`src/rtl/ifetch_pkg.sv`:
```
// ifetch_pkg: shared types and constants for the instruction fetch front-end.
//   PC_W      - PC / instruction-memory address width
//   INSTR_W   - instruction word width
//   MEM_LAST  - highest fetchable address (halt point when IFETCH_HALT_EN is defined)
//   OP_BEQ    - branch-equal opcode, shared with decode
//   fetch_entry_t - {pc, instr} pair carried from fetch to decode
//   state_t   - fetch FSM states
package ifetch_pkg;

  localparam int unsigned PC_W    = 8;
  localparam int unsigned INSTR_W = 16;

  localparam logic [PC_W-1:0] MEM_LAST = 8'hFF;
  localparam logic [2:0]      OP_BEQ   = 3'b100;

  typedef struct packed {
    logic [PC_W-1:0]    pc;
    logic [INSTR_W-1:0] instr;
  } fetch_entry_t;

  typedef enum logic [1:0] {
    RUN,
    STALL,
    HALT
  } state_t;

endpackage

```
`src/rtl/ifetch_skid_fifo.sv`:
```
// ifetch_skid_fifo: 2-entry FIFO of fetch_entry_t that absorbs decode stalls.
// Ports:
//   clk, reset        - clock, asynchronous active-high reset
//   push, push_data   - write an entry at the end of the cycle
//   pop               - remove the head entry (ignored when empty)
//   flush             - discard all entries; wins over push and pop
//   count             - number of valid entries (0..2)
//   head, head_valid  - oldest entry and its valid flag
module ifetch_skid_fifo
  import ifetch_pkg::*;
(
  input  logic         clk,
  input  logic         reset,
  input  logic         push,
  input  fetch_entry_t push_data,
  input  logic         pop,
  input  logic         flush,
  output logic [1:0]   count,
  output fetch_entry_t head,
  output logic         head_valid
);

  fetch_entry_t mem [2];
  logic         rd_ptr;
  logic         wr_ptr;
  logic         do_push;
  logic         do_pop;

  assign do_pop     = pop & (count != 2'd0);
  // A push into a full FIFO is only accepted when the head leaves in the same cycle.
  assign do_push    = push & ((count != 2'd2) | do_pop);
  assign head       = mem[rd_ptr];
  assign head_valid = (count != 2'd0);

  always_ff @(posedge clk or posedge reset) begin
    if (reset) begin
      count  <= 2'd0;
      rd_ptr <= 1'b0;
      wr_ptr <= 1'b0;
      for (int i = 0; i < 2; i++) begin
        mem[i] <= '0;
      end
    end else if (flush) begin
      count  <= 2'd0;
      rd_ptr <= 1'b0;
      wr_ptr <= 1'b0;
    end else begin
      if (do_push) begin
        mem[wr_ptr] <= push_data;
        wr_ptr      <= ~wr_ptr;
      end
      if (do_pop) begin
        rd_ptr <= ~rd_ptr;
      end
      count <= count + 2'(do_push) - 2'(do_pop);
    end
  end

endmodule

```
`src/rtl/instr_fetch_unit.sv`:
```
// instr_fetch_unit: initiator side of the synchronous-read instruction memory port.
// Presents imem_pc every cycle, captures imem_rd one cycle later and hands {pc, instr}
// to decode through a 2-entry skid FIFO with a valid/ready handshake.
// Ports:
//   clk, reset                  - clock, asynchronous active-high reset
//   imem_pc                     - registered address to instruction memory
//   imem_rd                     - memory read data for last cycle's address
//   instr_valid/instr_ready     - handshake toward decode
//   instr, instr_pc             - head instruction word and its address
//   redirect_valid/redirect_pc  - one-cycle pulse restarting fetch at redirect_pc
//   halted                      - fetch stopped at MEM_LAST
// Build option: define IFETCH_HALT_EN to stop fetch after MEM_LAST and enter HALT;
// otherwise the PC wraps modulo 2**PC_W and halted is tied low.
module instr_fetch_unit
  import ifetch_pkg::*;
(
  input  logic               clk,
  input  logic               reset,
  output logic [PC_W-1:0]    imem_pc,
  input  logic [INSTR_W-1:0] imem_rd,
  output logic               instr_valid,
  input  logic               instr_ready,
  output logic [INSTR_W-1:0] instr,
  output logic [PC_W-1:0]    instr_pc,
  input  logic               redirect_valid,
  input  logic [PC_W-1:0]    redirect_pc,
  output logic               halted
);

  localparam logic [PC_W-1:0] PC_ONE = 1;

  state_t          state;
  logic            inflight;   // address presented last cycle is wanted
  logic [PC_W-1:0] prev_pc;    // address presented last cycle
  logic [1:0]      count;
  logic [2:0]      occ;
  logic            deq;
  logic            issue;
  fetch_entry_t    push_entry;
  fetch_entry_t    head;
  logic            head_valid;

`ifdef IFETCH_HALT_EN
  logic last_issued;           // MEM_LAST has been issued; no further fetches
`endif

  assign deq         = instr_valid & instr_ready;
  assign instr_valid = head_valid;
  assign instr       = head.instr;
  assign instr_pc    = head.pc;

  assign push_entry.pc    = prev_pc;
  assign push_entry.instr = imem_rd;

  // Entries that will occupy the FIFO after this cycle if nothing new is issued.
  always_comb begin
    occ   = 3'(count) + 3'(inflight) - 3'(deq);
    issue = (occ < 3'd2) && (state != HALT);
`ifdef IFETCH_HALT_EN
    issue = issue && !last_issued;
`endif
  end

  // Redirect flushes the FIFO; the same flush discards any return arriving this cycle.
  ifetch_skid_fifo u_fifo (
    .clk        (clk),
    .reset      (reset),
    .push       (inflight),
    .push_data  (push_entry),
    .pop        (deq),
    .flush      (redirect_valid),
    .count      (count),
    .head       (head),
    .head_valid (head_valid)
  );

  always_ff @(posedge clk or posedge reset) begin
    if (reset) begin
      state    <= RUN;
      imem_pc  <= '0;
      inflight <= 1'b0;
      prev_pc  <= '0;
`ifdef IFETCH_HALT_EN
      last_issued <= 1'b0;
      halted      <= 1'b0;
`endif
    end else begin
      prev_pc <= imem_pc;
      if (redirect_valid) begin
        // Clearing inflight kills the return of the address presented this cycle.
        imem_pc  <= redirect_pc;
        inflight <= 1'b0;
        state    <= RUN;
`ifdef IFETCH_HALT_EN
        last_issued <= 1'b0;
        halted      <= 1'b0;
`endif
      end else begin
        unique case (state)
          RUN, STALL: begin
            if (issue) begin
              inflight <= 1'b1;
              state    <= RUN;
`ifdef IFETCH_HALT_EN
              if (imem_pc == MEM_LAST) begin
                last_issued <= 1'b1;
              end else begin
                imem_pc <= imem_pc + PC_ONE;
              end
`else
              imem_pc <= imem_pc + PC_ONE;
`endif
            end else begin
              inflight <= 1'b0;
              state    <= STALL;
`ifdef IFETCH_HALT_EN
              if (last_issued && (count == 2'd0) && !inflight) begin
                state  <= HALT;
                halted <= 1'b1;
              end
`endif
            end
          end
          HALT: begin
            inflight <= 1'b0;
          end
          default: begin
            state <= RUN;
          end
        endcase
      end
    end
  end

`ifndef IFETCH_HALT_EN
  assign halted = 1'b0;
`endif

endmodule

```
`config.mk`:
```
export PLATFORM = sky130hd
export DESIGN_NAME = instr_fetch_unit
export DESIGN_NICKNAME = d
export VERILOG_FILES = /design/src/rtl/ifetch_pkg.sv /design/src/rtl/ifetch_skid_fifo.sv /design/src/rtl/instr_fetch_unit.sv
export SDC_FILE = /design/constraint.sdc
export NUM_CORES = 1
export LEC_CHECK = 0
export BUFFER_PORTS_ARGS = -buffer_cell sky130_fd_sc_hd__buf_4
export CELL_PAD_IN_SITES_DETAIL_PLACEMENT = 0
export CELL_PAD_IN_SITES_GLOBAL_PLACEMENT = 1
export CORE_UTILIZATION = 40
export CTS_CLUSTER_DIAMETER = 200
export DETAILED_ROUTE_END_ITERATION = 10
export HOLD_SLACK_MARGIN = 0.12
export PLACE_DENSITY = 0.76
export SYNTH_ARGS = -nofsm -noshare
export SYNTH_HDL_FRONTEND = slang
export SYNTH_SLANG_ARGS = --single-unit
export TNS_END_PERCENT = 20
```
`constraint.sdc`:
```
create_clock -name clk -period 2.5 [get_ports clk]
set_clock_uncertainty 0.2 [all_clocks]
set_input_delay 0.25 -clock clk [delete_from_list [all_inputs] [get_ports clk]]
set_output_delay 0.25 -clock clk [all_outputs]
set_load 0.05 [all_outputs]
```
; Yosys cells after proc, flatten, opt, wreduce, memory -nomap -nowiden
; Index checks and enable logic that the tools add are counted.
; W data, S select, Z words.
[op_classes]
n_addsub = 5
magnitude_cmp = 4
n_eq_ne = 5
n_mux = 20
bitwise_logic = 9
n_reduce_logical = 12
[ops]
columns = op, count
row1 = $mux W24, 4
row2 = $bwmux W48, 1
row3 = $demux W24 S1, 1
row4 = $mux W8, 3
row5 = $reduce_bool A2 Y1, 5
row6 = $add A8 B1 Y8 const B, 1
row7 = $mux W1, 7
row8 = $ne A2 B2 Y1 const B, 3
row9 = $ge A2 B2 Y1 const B, 2
row10 = $mux W2, 2
row11 = $not A1 Y2, 2
row12 = $pmux W2 S2, 1
row13 = $reduce_and A2 Y1, 2
row14 = $add A2 B1 Y3, 1
row15 = $and A1 B1 Y1, 3
row16 = $lt A3 B2 Y1 const B, 1
row17 = $not A1 Y1, 3
row18 = $reduce_bool A3 Y1, 1
row19 = $sub A3 B1 Y3, 1
row20 = $add A2 B1 Y2, 1
row21 = $eq A2 B1 Y1 const B, 1
row22 = $eq A2 B2 Y1 const B, 1
row23 = $logic_and A1 B1 Y1, 2
row24 = $logic_not A2 Y1, 1
row25 = other kinds (5), 5
[word_totals]
regBits = 71
inputBits = 28
output_inout_bits = 34
wordCells = 66

; Longest topological paths before layout
; Gate-level depths: netlist of the first run.
[logic_depth]
word_depth = 8
mapped_depth = 9
ltp_nobuf = 8

; Modules after synthesis
; From an unflattened synthesis of the first run, not the netlist that was laid out.
[unflattened]
cells_unflattened = 227
hier_area_um2 = 3203.1
[modules_own_cells]
columns = module, n_inst, cells_per_inst, area_each_um2, seq_area_each_um2
row1 = ifetch_skid_fifo, 1, 152, 2402.3, 1301.2
row2 = instr_fetch_unit, 1, 75, 800.8, 425.4

; Worst setup path after synthesis of the first run
; OpenSTA, ideal clock, no wires.
[synth_path]
path_type = register -> register
from = register u_fifo.count[1]
to = register imem_pc[3]
setup_ns = 0.082
t_arrival_ns = 2.418
required_ns = 2.218
slack_ns = -0.199
path_stages_with_launch = 10
n_path_buf = 1
synth_period_minus_slack_ns = 2.699
cell_sequence = dfrtp_1 -> o21a_1 -> ha_1 -> inv_1 -> nand2_1 -> fa_1 -> xor2_1 -> clkbuf_1 -> or4_1 -> a31oi_1
[synth_between]
elab_chain_len = 7
[synth_rtl]
columns = item, line
row1 = from (decl), ifetch_skid_fifo.sv:18  ; output logic [1:0] count,
row2 = from (signal assigned), ifetch_skid_fifo.sv:55  ; count <= count + 2'(do_push) - 2'(do_pop);
row3 = branches (longest 2 deep; another with $add A2 B1 Y3), --
row4 = $sub A3 B1 Y3 (*), instr_fetch_unit.sv:57  ; occ = 3'(count) + 3'(inflight) - 3'(deq);
row5 = $lt A3 B2 Y1 (*), instr_fetch_unit.sv:58  ; issue = (occ < 3'd2) && (state != HALT);
row6 = $logic_and A1 B1 Y1 (*), instr_fetch_unit.sv:58
row7 = $reduce_bool A2 Y1 (no line) (*), --
row8 = $reduce_and A2 Y1 (no line) (*), --
row9 = to (signal assigned), instr_fetch_unit.sv:91  ; imem_pc <= redirect_pc;
row10 = to (signal assigned), instr_fetch_unit.sv:111  ; imem_pc <= imem_pc + PC_ONE;
row11 = to (decl), instr_fetch_unit.sv:19  ; output logic [PC_W-1:0] imem_pc,
; Every way passes the cells marked *.
; A chain may end at the register's enable or synchronous reset.

; Worst setup path in the final report of the first run
[layout_path]
from = register u_fifo.count[1]
to = register imem_pc[2]
; Same word-level chain as after synthesis.

==> results of run 1 <==
-- worst max path at each step --
| stage | startpoint | end | slack, ns | depth (start not counted) |
|---|---|---|---|---|
| detailed placement | u_fifo.count[1] | imem_pc[4] | -0.22 | 8 |
| floorplan | u_fifo.count[1] | imem_pc[3] | -0.09 | 9 |
| global placement | u_fifo.count[1] | imem_pc[2] | -0.15 | 8 |
| global route | u_fifo.count[1] | imem_pc[3] | -0.20 | 8 |
| finish | u_fifo.count[1] | imem_pc[2] | -0.14 | 9 |
| CTS | u_fifo.count[1] | imem_pc[5] | -0.09 | 8 |
-- metal layers --
layer,vias to the layer above,routed length [um],global-route usage
li1,1012,-,-
met1,1050,3070,0.223
met2,66,2900,0.236
met3,11,341,0.0436
met4,0,109,0.0754
met5,-,0,0
-- kinds of logic after synthesis --
group | count (synthesis)
adders and majority gates | 5
DFF | 69
buffers and inverters | 22
other | 1
xor gates and xnor gates | 4
AOI/OAI and AO/OA | 17
muxes | 72
and+or+nand+nor | 38
-- critical path, stage by stage, from the launching register on --
cell and delay, ns:
dfrtp_2 0.40, o21a_1 0.19, ha_1 0.29, inv_2 0.07
nand2_2 0.06, fa_2 0.67, buf_4 0.15, buf_4 0.10
nand3_2 0.09, a221o_1 0.30
-- placed cells by master (no fill, tap or decap), types with 3 or more instances in the layout --
cell type and n:
clkbuf_8 10, dlygate4sd3_1 27, inv_1 6, mux2_2 52
mux2_4 20, nor2_1 10, nor2b_1 3, ha_1 4
xnor2_1 3, buf_4 71, a31oi_1 4, nand2_1 4
nor4_1 3, o21ai_0 3, o31ai_1 3, or4_1 4
dfrtp_1 68
-- repair_timing --
action	in CTS	in global routing
hold buffers	27	0
endpoints found under the setup margin	8	8
resized for setup	4	6
pin swaps	0	2
cloned	0	0
setup buffers	0	1
endpoints found under the hold margin	114	0
-- power groups by stage --
| stage | Clock (mW) | Sequential [mW] | Combinational [mW] |
|---|---|---|---|
| global placement | 0 | 1.90 | 3.14 |
| CTS | 1.04 | 1.92 | 3.24 |
| global route | 1.08 | 1.99 | 3.47 |
| floorplan | 0 | 1.97 | 2.29 |
| detailed placement | 0 | 1.93 | 3.18 |
| finish | 1.01 | 1.93 | 3.28 |
-- registers in the layout, summed over array words and instances (netlist names) --
signal / count
imem_pc: 8
inflight: 1
prev_pc: 8
u_fifo.count: 2
u_fifo.mem: 48
u_fifo.rd_ptr: 1
u_fifo.wr_ptr: 1
-- area by class of cell --
| class | instances | share of cell area |
|---|---|---|
| Clock buffer | 10 | 0.0317 |
| Tap cell | 102 | 0.0294 |
| Sequential cell | 69 | 0.397 |
| Timing Repair Buffer | 100 | 0.194 |
| Multi-Input combinational cell | 137 | 0.320 |
| Clock inverter | 6 | 0.0199 |
| Inverter | 9 | 0.00777 |
==> metrics, run 1 <==
number of max-cap violations 0; Max Root-Sink Buffers 2; R2R Path End imem_pc[2]; Row Count 32; core box area 0.00773 mm^2; hold path cells 5; largest net degree at the start of global routing 70; n_diodes 0; Post-synth EDFFs 0; post-synthesis sequential area ratio 0.539; Die Span Y 91.5 um; Register Area approximately 0.0017 mm^2; vias in the first global route around 2200; final hold vios 0; PortBufs 60; Clock power frac 0.163; status complete, but fails checks; Sw Share 0.421; pwr dens 1430 mW/mm^2; post-route worst setup slack -0.137 ns; Initial Utilization 0.415; # H-tree levels 3; cells taking the most area after synthesis dfrtp_1 54%, mux2_2 18%, mux2_4 9.4%; failing checks negative setup slack; mean area per synthesized cell roughly 14 um^2; number of primary I/O pins 62; Sw Pwr 2.62 mW; Period minus WS final ~2.6 ns; CP arrival approximately 2.7 ns; Routed WL per cell 14.8 um; TritonCTS Sinks 69; Worst Path Max Fanout 4; Simple-Gate Fraction of Synth Area 0.0683; total power 6.22 mW; cell-internal power approximately 3.6 mW; die outline area 0.00838 mm^2; leakage power 2.01 nW; post-synthesis compound-gate area fraction 0.0379; Synth Warn # 0; post-placement cell count 389; DP Worst Slack -0.222 ns; combinational power share 0.528; placed cell area 0.00380 mm^2; hpwl dp 4040 um; routed vias/inst roughly 4.9; Post-route DRC 0; Syn Nets 261; synthesis-stage register bit count 69; worst-case reg-to-reg path depth 9; share of the synthesized area in the top cell type 0.539; R2R Path Start u_fifo.count[1]; Placer Congestion between 0.7 and 0.8; worst hold path class in -> reg; RSZ-0062 raised after global routing yes; via count 2139; CP endpoint kind register; first-pass GRT wire length 10400 um; Synth Cell Area 0.00321 mm^2; Die W 91.5 um; flop-to-flop setup slack -0.14 ns; gr ovfl total 0; most common cell in the netlist dfrtp_1; Critical Path RT about 2.5 ns; setup TNS -0.691 ns; share of post-route cells with drive strength above 1 0.529; Hold WS 0.202 ns; hold-critical path endpoint u_fifo.wr_ptr; final wirelength 6420 um; post-synthesis cell type count 38; register share of total power 0.309; Synth top cells by count 69 x dfrtp_1, 52 x mux2_2, 20 x mux2_4; final core area utilization 0.563; dominant synthesized flop cell dfrtp_1; Hold Crit Start instr_ready; clk slew on worst S/H paths 0.07 ns; Post-Synth XOR/XNOR Area 0.0109; Design Area, Final 0.00435 mm^2; Synth Area in Adders 0.0219; non-filler cells, final 433; clk_lat worst skew 0.34 ns; area of the multi-input gates 0.00139 mm^2; fillers 671; mux cell area share after synthesis 0.276; CTS buffer count 9; Synth-to-Final Area Change 35.6%; drt first pass iters 4; Max IR drop VDD around 0.90 mV; clock root cell clkbuf_8; setup violators final 6; CP startpoint kind register; Mapped Cells 228; initial antenna violation count 0; DR iter-0 viols 55; period utilisation layout 1.05; maximum clock rate roughly 380 MHz; main combinational cell family by area after synthesis multiplexers; ANT nets after route 0; Yosys top cell by area dfrtp_1; CP Class reg -> reg; Pins Over Slew Limit 0; fin nets between 300 and 400; TritonCTS clock tree done; Async SR Flop Fraction 1.00; gr usage total 0.162
Note: power is estimated with default switching activity, not from simulation.
==> run 2, diff against run 1 <==
--- a/config.mk
+++ b/config.mk
@@ -5,14 +5,16 @@
 export SDC_FILE = /design/constraint.sdc
 export NUM_CORES = 1
 export LEC_CHECK = 0
+export ABC_AREA = 1
 export BUFFER_PORTS_ARGS = -buffer_cell sky130_fd_sc_hd__buf_4
 export CELL_PAD_IN_SITES_DETAIL_PLACEMENT = 0
 export CELL_PAD_IN_SITES_GLOBAL_PLACEMENT = 1
-export CORE_UTILIZATION = 40
+export CORE_UTILIZATION = 37
 export CTS_CLUSTER_DIAMETER = 200
 export DETAILED_ROUTE_END_ITERATION = 10
 export HOLD_SLACK_MARGIN = 0.12
-export PLACE_DENSITY = 0.76
+export PLACE_DENSITY = 0.77
+export RECOVER_POWER = 25
 export SYNTH_ARGS = -nofsm -noshare
 export SYNTH_HDL_FRONTEND = slang
 export SYNTH_SLANG_ARGS = --single-unit
==> run 2 against run 1 <==
The flow now finishes without violations. Global-route usage grew 1.0 points. Core utilization down 4.4 points. Final cell count is 36% higher. Critical path depth rose by 1. Count of clock-buffer cells in the layout stayed put. Setup slack gained 0.30 ns. Via count up 25%. Flip-flop and latch count is the same. Final area fell by 0.95%. Clock power about the same.
==> metrics, run 2 <==
status completed; share of post-route cells with drive strength above 1 0.224; CP Buf/Inv Count 2; most common cell in the netlist nand2_1; Initial Utilization 0.386; Die Span Y 95.1 um; leading cell types in the layout, fill and taps excluded 157 x nand2_1, 69 x dfrtp_1, 66 x buf_4; Max Root-Sink Buffers 2; Post-route DRC 0; gr ovfl total 0; Critical Path RT 2.58 ns; Yosys top cell by area dfrtp_1; cell-internal power 3.14 mW; TritonCTS Sinks between 60 and 70; total power 5.83 mW; Syn Nets 415; final wirelength about 6800 um; core box area 0.00830 mm^2; commonest non-fill, non-tap cell in the layout nand2_1; Largest register FFs 48; Sw Pwr 2.69 mW; Synth top cells by count 160 x nand2_1, 69 x dfrtp_1, 41 x inv_1; Slew @ Worst Pin 1.49 ns; initial antenna violation count 0; CP startpoint kind register; CP endpoint kind register; period utilisation layout 0.935; setup TNS 0 ns; CTS buffer count 9; register share of total power 0.335; number of primary I/O pins 62; biggest regs u_fifo.mem x48, imem_pc x8, prev_pc x8; Async SR Flop Fraction 1.00; synthesis-stage register bit count 69; beginning of the critical path u_fifo.count[1]; Slowest Stage Delay on Critical Path ~0.58 ns; vias in the first global route 2509; RSZ-0062 raised after global routing no; Period minus WS final 2.34 ns; Worst Path Max Fanout 8; post-route worst setup slack 0.163 ns; CP Class reg -> reg; Clock power frac 0.171; R2R Path Start u_fifo.count[1]; fin nets about 500; Synth Warn # 0; Row Count 33; PortBufs 60; Max IR drop VDD 0.698 mV; first-pass GRT wire length 11800 um; Routed WL per cell 11.5 um; Top reg by flops u_fifo.mem; share of the synthesized area in the top cell type 0.539; Placer Congestion 0.768; leakage power 2.29 nW; Hold Crit Start u_fifo.mem[12]; Synth Cell Area 0.00321 mm^2; hpwl dp 4090 um; n_diodes 0; DP Worst Slack 0.155 ns; clk slew on worst S/H paths ~0.080 ns; Sw Share 0.462; TritonCTS clock tree done; drt first pass iters 4; post-synthesis sequential area ratio 0.539; clock root cell clkbuf_8; setup violators final 0; via count 2677; Die W 95.1 um; Pins Over Slew Limit 0; top cell family by delay on the critical path adder cells; pwr dens 1350 mW/mm^2; relative slew slack 0.00497; mean area per synthesized cell 8.39 um^2; cells taking the most area after synthesis dfrtp_1 54%, nand2_1 19%, o21ai_0 5.5%; final hold vios 0; ANT nets after route 0; number of max-cap violations 0; DR iter-0 viols 143; Critical Path, Cell by Cell inv_2 -> a21oi_2 -> ha_1 -> inv_2 -> nand2_2 -> fa_1 -> nand3_4 -> nor2_8 -> nand3_1 -> nand2_1; dominant synthesized flop cell dfrtp_1; combinational power share 0.494; post-synthesis cell type count 29; # H-tree levels 3; gr usage total 0.172; maximum clock rate 428 MHz; largest net degree at the start of global routing 70; Mapped Cells 382; Worst path most repeated cell inv_2; die outline area 0.00904 mm^2; clk_lat worst skew 0.34 ns; routed vias/inst 4.56; Post-synth EDFFs 0; worst hold path class reg -> reg; Synth-to-Final Area Change 34.3%; crit path max-delay cell type fa_1; final core area utilization 0.519; CP arrival 2.42 ns
## run 2: cell types whose count changed in the layout (fill, tap and decap cells not counted), moves of 9 or more
cell | before | now
o21ai_0 | 3 | 35
nand2_1 | 4 | 157
inv_1 | 6 | 37
mux2_4 | 20 | 0
mux2_2 | 52 | 0
nand3_1 | 2 | 18
o21ai_2 | 0 | 9
## run 2: what timing repair did
action / in CTS / in global routing
setup buffers: 0 / 3
hold buffers: 34 / 0
endpoints found under the hold margin: 112 / 0
resized for setup: 0 / 11
setup endpoints to repair: 0 / 15
## run 2: final timing paths
kind	end	slack, ns	depth (start not counted)
setup / recovery	imem_pc[6]	0.16	10
hold / removal	u_fifo.mem[12]	0.28	2
setup reg to reg	imem_pc[6]	0.16	10
hold reg to reg	u_fifo.mem[12]	0.28	2
max in group asynchronous	u_fifo.mem[27]	0.41	4
min in group asynchronous	prev_pc[1]	0.78	4
## run 2: final cells by class
| type | count | area, um^2 |
|---|---|---|
| sequential | 69 | 1730 |
| clock buffer | 10 | 138 |
| inverter | 43 | 161 |
| clock inverter | 6 | 86.3 |
| multi-input combinational | 252 | 1210 |
| timing repair buffer | 102 | 851 |
| fill | 790 | 3990 |
| tap | 105 | 131 |
## run 2: layer usage
layer,share of wire,global-route usage
met1,0.47,0.228
met2,0.47,0.274
met5,0,0
met3,0.040,0.0295
met4,0.013,0.0795
## run 2: logic make-up after synthesis
family | Yosys count | share of synthesized area
other | 1 | 0.00117
adders and majority gates | 5 | 0.0219
and+or+nand+nor | 189 | 0.244
xor gates and xnor gates | 3 | 0.00820
buffers and inverters | 61 | 0.0909
AOI/OAI and AO/OA | 54 | 0.0956
DFF | 69 | 0.539
## run 2: worst register-to-register path, stage by stage (launching register included)
cell,delay [ns]
dfrtp_1,0.39
inv_2,0.09
a21oi_2,0.07
ha_1,0.30
inv_2,0.07
nand2_2,0.05
fa_1,0.58
nand3_4,0.17
nor2_8,0.20
nand3_1,0.08
nand2_1,0.08
## run 2: per-stage QoR
step | cells | hold WS [ns] | instance area (um^2)
detailed placement | 534 | 0.164 | 3710
global placement | 534 | 0.161 | 3710
CTS | 584 | 0.288 | 4270
floorplan | 382 | 0.183 | 3210
finish | 587 | 0.284 | 4310
global route | 587 | 0.303 | 4310
## run 2: power groups by stage
| stage | logic (mW) | clock network (mW) | registers (mW) |
|---|---|---|---|
| after floorplan | 1.88 | 0 | 2.11 |
| after global placement | 2.75 | 0 | 1.95 |
| after detailed placement | 2.78 | 0 | 1.97 |
| after CTS | 2.83 | 1.03 | 1.95 |
| after global routing | 3.16 | 1.08 | 2.03 |
| final | 2.88 | 0.999 | 1.95 |
==> run 3, diff against run 2 <==
--- a/config.mk
+++ b/config.mk
@@ -9,12 +9,14 @@
 export BUFFER_PORTS_ARGS = -buffer_cell sky130_fd_sc_hd__buf_4
 export CELL_PAD_IN_SITES_DETAIL_PLACEMENT = 0
 export CELL_PAD_IN_SITES_GLOBAL_PLACEMENT = 1
+export CORE_MARGIN = 3
 export CORE_UTILIZATION = 37
 export CTS_CLUSTER_DIAMETER = 200
 export DETAILED_ROUTE_END_ITERATION = 10
 export HOLD_SLACK_MARGIN = 0.12
 export PLACE_DENSITY = 0.77
-export RECOVER_POWER = 25
+export RECOVER_POWER = 50
+export SLEW_MARGIN = 20
 export SYNTH_ARGS = -nofsm -noshare
 export SYNTH_HDL_FRONTEND = slang
 export SYNTH_SLANG_ARGS = --single-unit
==> run 3 against run 2 <==
Non-clock buffer count up 1. Combinational power decreased by 3%. Wire length is 2.3% higher. Worst hold slack improved by 0.0018 ns. Highest routed layer unchanged. Critical path type unchanged. Final area shrank 0.44%. Count of clock-buffer cells in the layout stayed put. Die area grew 8.6%. Critical endpoint is now imem_pc[3]. Register-to-register slack about the same. Sequential power about the same.
==> metrics, run 3 (synthesis results as in run 2) <==
status completed; relative slew slack 0.442; flop-to-flop setup slack about 0.15 ns; Initial Utilization 0.386; CTS buffer count 9; Max IR drop VDD 0.647 mV; Row Count 33; PortBufs 60; number of max-cap violations 0; TritonCTS clock tree done; Register Area roughly 0.0017 mm^2; final hold vios 0; Slew @ Worst Pin 0.837 ns; share of post-route cells with drive strength above 1 0.203; Placer Congestion 0.808; Hold Crit Start u_fifo.mem[47]; total power about 5.8 mW; Die W just under 100 um; maximum clock rate 426 MHz; number of primary I/O pins 62; initial antenna violation count 0; leading cell types in the layout, fill and taps excluded 159 x nand2_1, 69 x dfrtp_1, 59 x buf_4; commonest non-fill, non-tap cell in the layout nand2_1; Max Root-Sink Buffers 2; core box area 0.00830 mm^2; largest net degree at the start of global routing 50; Pins Over Slew Limit 0; worst hold path class reg -> reg; via count 2639; placed cell area about 0.0037 mm^2; hold-critical path endpoint u_fifo.mem[47]; CP endpoint kind register; die outline area a little under 0.01 mm^2; R2R Path Start u_fifo.count[1]; area of the multi-input gates 0.00121 mm^2; biggest regs u_fifo.mem x48, imem_pc x8, prev_pc x8; Post-route DRC 0; Routed WL per cell roughly 12 um; Design Area, Final 0.00429 mm^2; Die Span Y 99.1 um; CP Class reg -> reg; CP startpoint kind register; gr ovfl total 0; CP arrival 2.38 ns; clk_lat worst skew 0.34 ns; setup violators final 0; setup TNS 0 ns; final core area utilization 0.517; post-route worst setup slack ~0.15 ns; # H-tree levels 3; DR iter-0 viols 109; non-filler cells, final 588; fin nets 511; R2R Path End imem_pc[3]; Worst Path Max Fanout 7; hold path cells 2; period utilisation layout 0.940; routed vias/inst 4.49; first-pass GRT wire length 11400 um; Critical Path RT 2.53 ns; drt first pass iters 4; leakage power 2.26 nW; hpwl dp 4310 um; DP Worst Slack between 0.1 and 0.15 ns; post-placement cell count between 500 and 600; Period minus WS final 2.35 ns; clock root cell clkbuf_8; clk slew on worst S/H paths 0.07 ns; RSZ-0062 raised after global routing no; Hold WS 0.285 ns; fillers 775; n_diodes 0; pwr dens 1340 mW/mm^2; Synth-to-Final Area Change 33.8%; TritonCTS Sinks 69; gr usage total 0.147; Largest register FFs 48; worst-case reg-to-reg path depth 10; vias in the first global route 2498; final wirelength 6900 um; Top reg by flops u_fifo.mem; ANT nets after route 0
==> run 3: cell types whose count changed in the layout (fill, tap and decap cells not counted), sizes merged <==
cell and delta:
buf -8, clkbuf +8, dlygate4sd3 +1
==> run 3: how the worst max path moves through the flow <==
stage / startpoint / endpoint / slack, ns / cells after the start
finish: u_fifo.count[1] / imem_pc[3] / 0.15 / 10
global placement: u_fifo.count[1] / imem_pc[2] / 0.22 / 11
CTS: instr_ready / imem_pc[0] / 0.02 / 13
floorplan: u_fifo.count[1] / imem_pc[2] / 0.20 / 11
detailed placement: u_fifo.count[1] / imem_pc[2] / 0.14 / 11
global route: u_fifo.count[1] / imem_pc[2] / 0.02 / 11
==> run 3: cell type report <==
cell class                      count  area share
Sequential cell                    69       0.403
Multi-Input combinational cell    252       0.282
Timing Repair Buffer              103       0.195
Inverter                           43      0.0376
Clock buffer                       10      0.0321
Tap cell                          105      0.0306
Clock inverter                      6      0.0201
==> run 3: power by group <==
| part | internal, mW | switching [mW] | leakage (nW) |
|---|---|---|---|
| sequential | 1.62 | 0.333 | 0.876 |
| clock | 0.587 | 0.424 | 0.112 |
| combinational | 0.882 | 1.92 | 1.27 |
==> run 3: worst max-delay path: stages, from the launching register on <==
cell and delay, ns:
dfrtp_1 0.38, inv_1 0.13, a21oi_2 0.08, ha_1 0.31, inv_2 0.07, nand2_2 0.05, fa_1 0.58, nand3_4 0.14
buf_4 0.17, nand3_1 0.05, nand3_1 0.08
==> run 3: timing repair <==
item | CTS | global route
hold buffers | 35 | 0
setup buffers | 0 | 3
endpoints found under the hold margin | 64 | 0
endpoints found under the setup margin | 0 | 11
gates resized for setup | 0 | 7
==> run 3: per-layer routing <==
metal	wire (um)	vias to the layer above	part of all wire	GRT usage
met4	149	0	0.022	0.0756
met1	3210	1200	0.46	0.191
met2	3230	59	0.47	0.236
met3	316	10	0.046	0.0262
met5	0	-	0	0
li1	-	1370	-	-
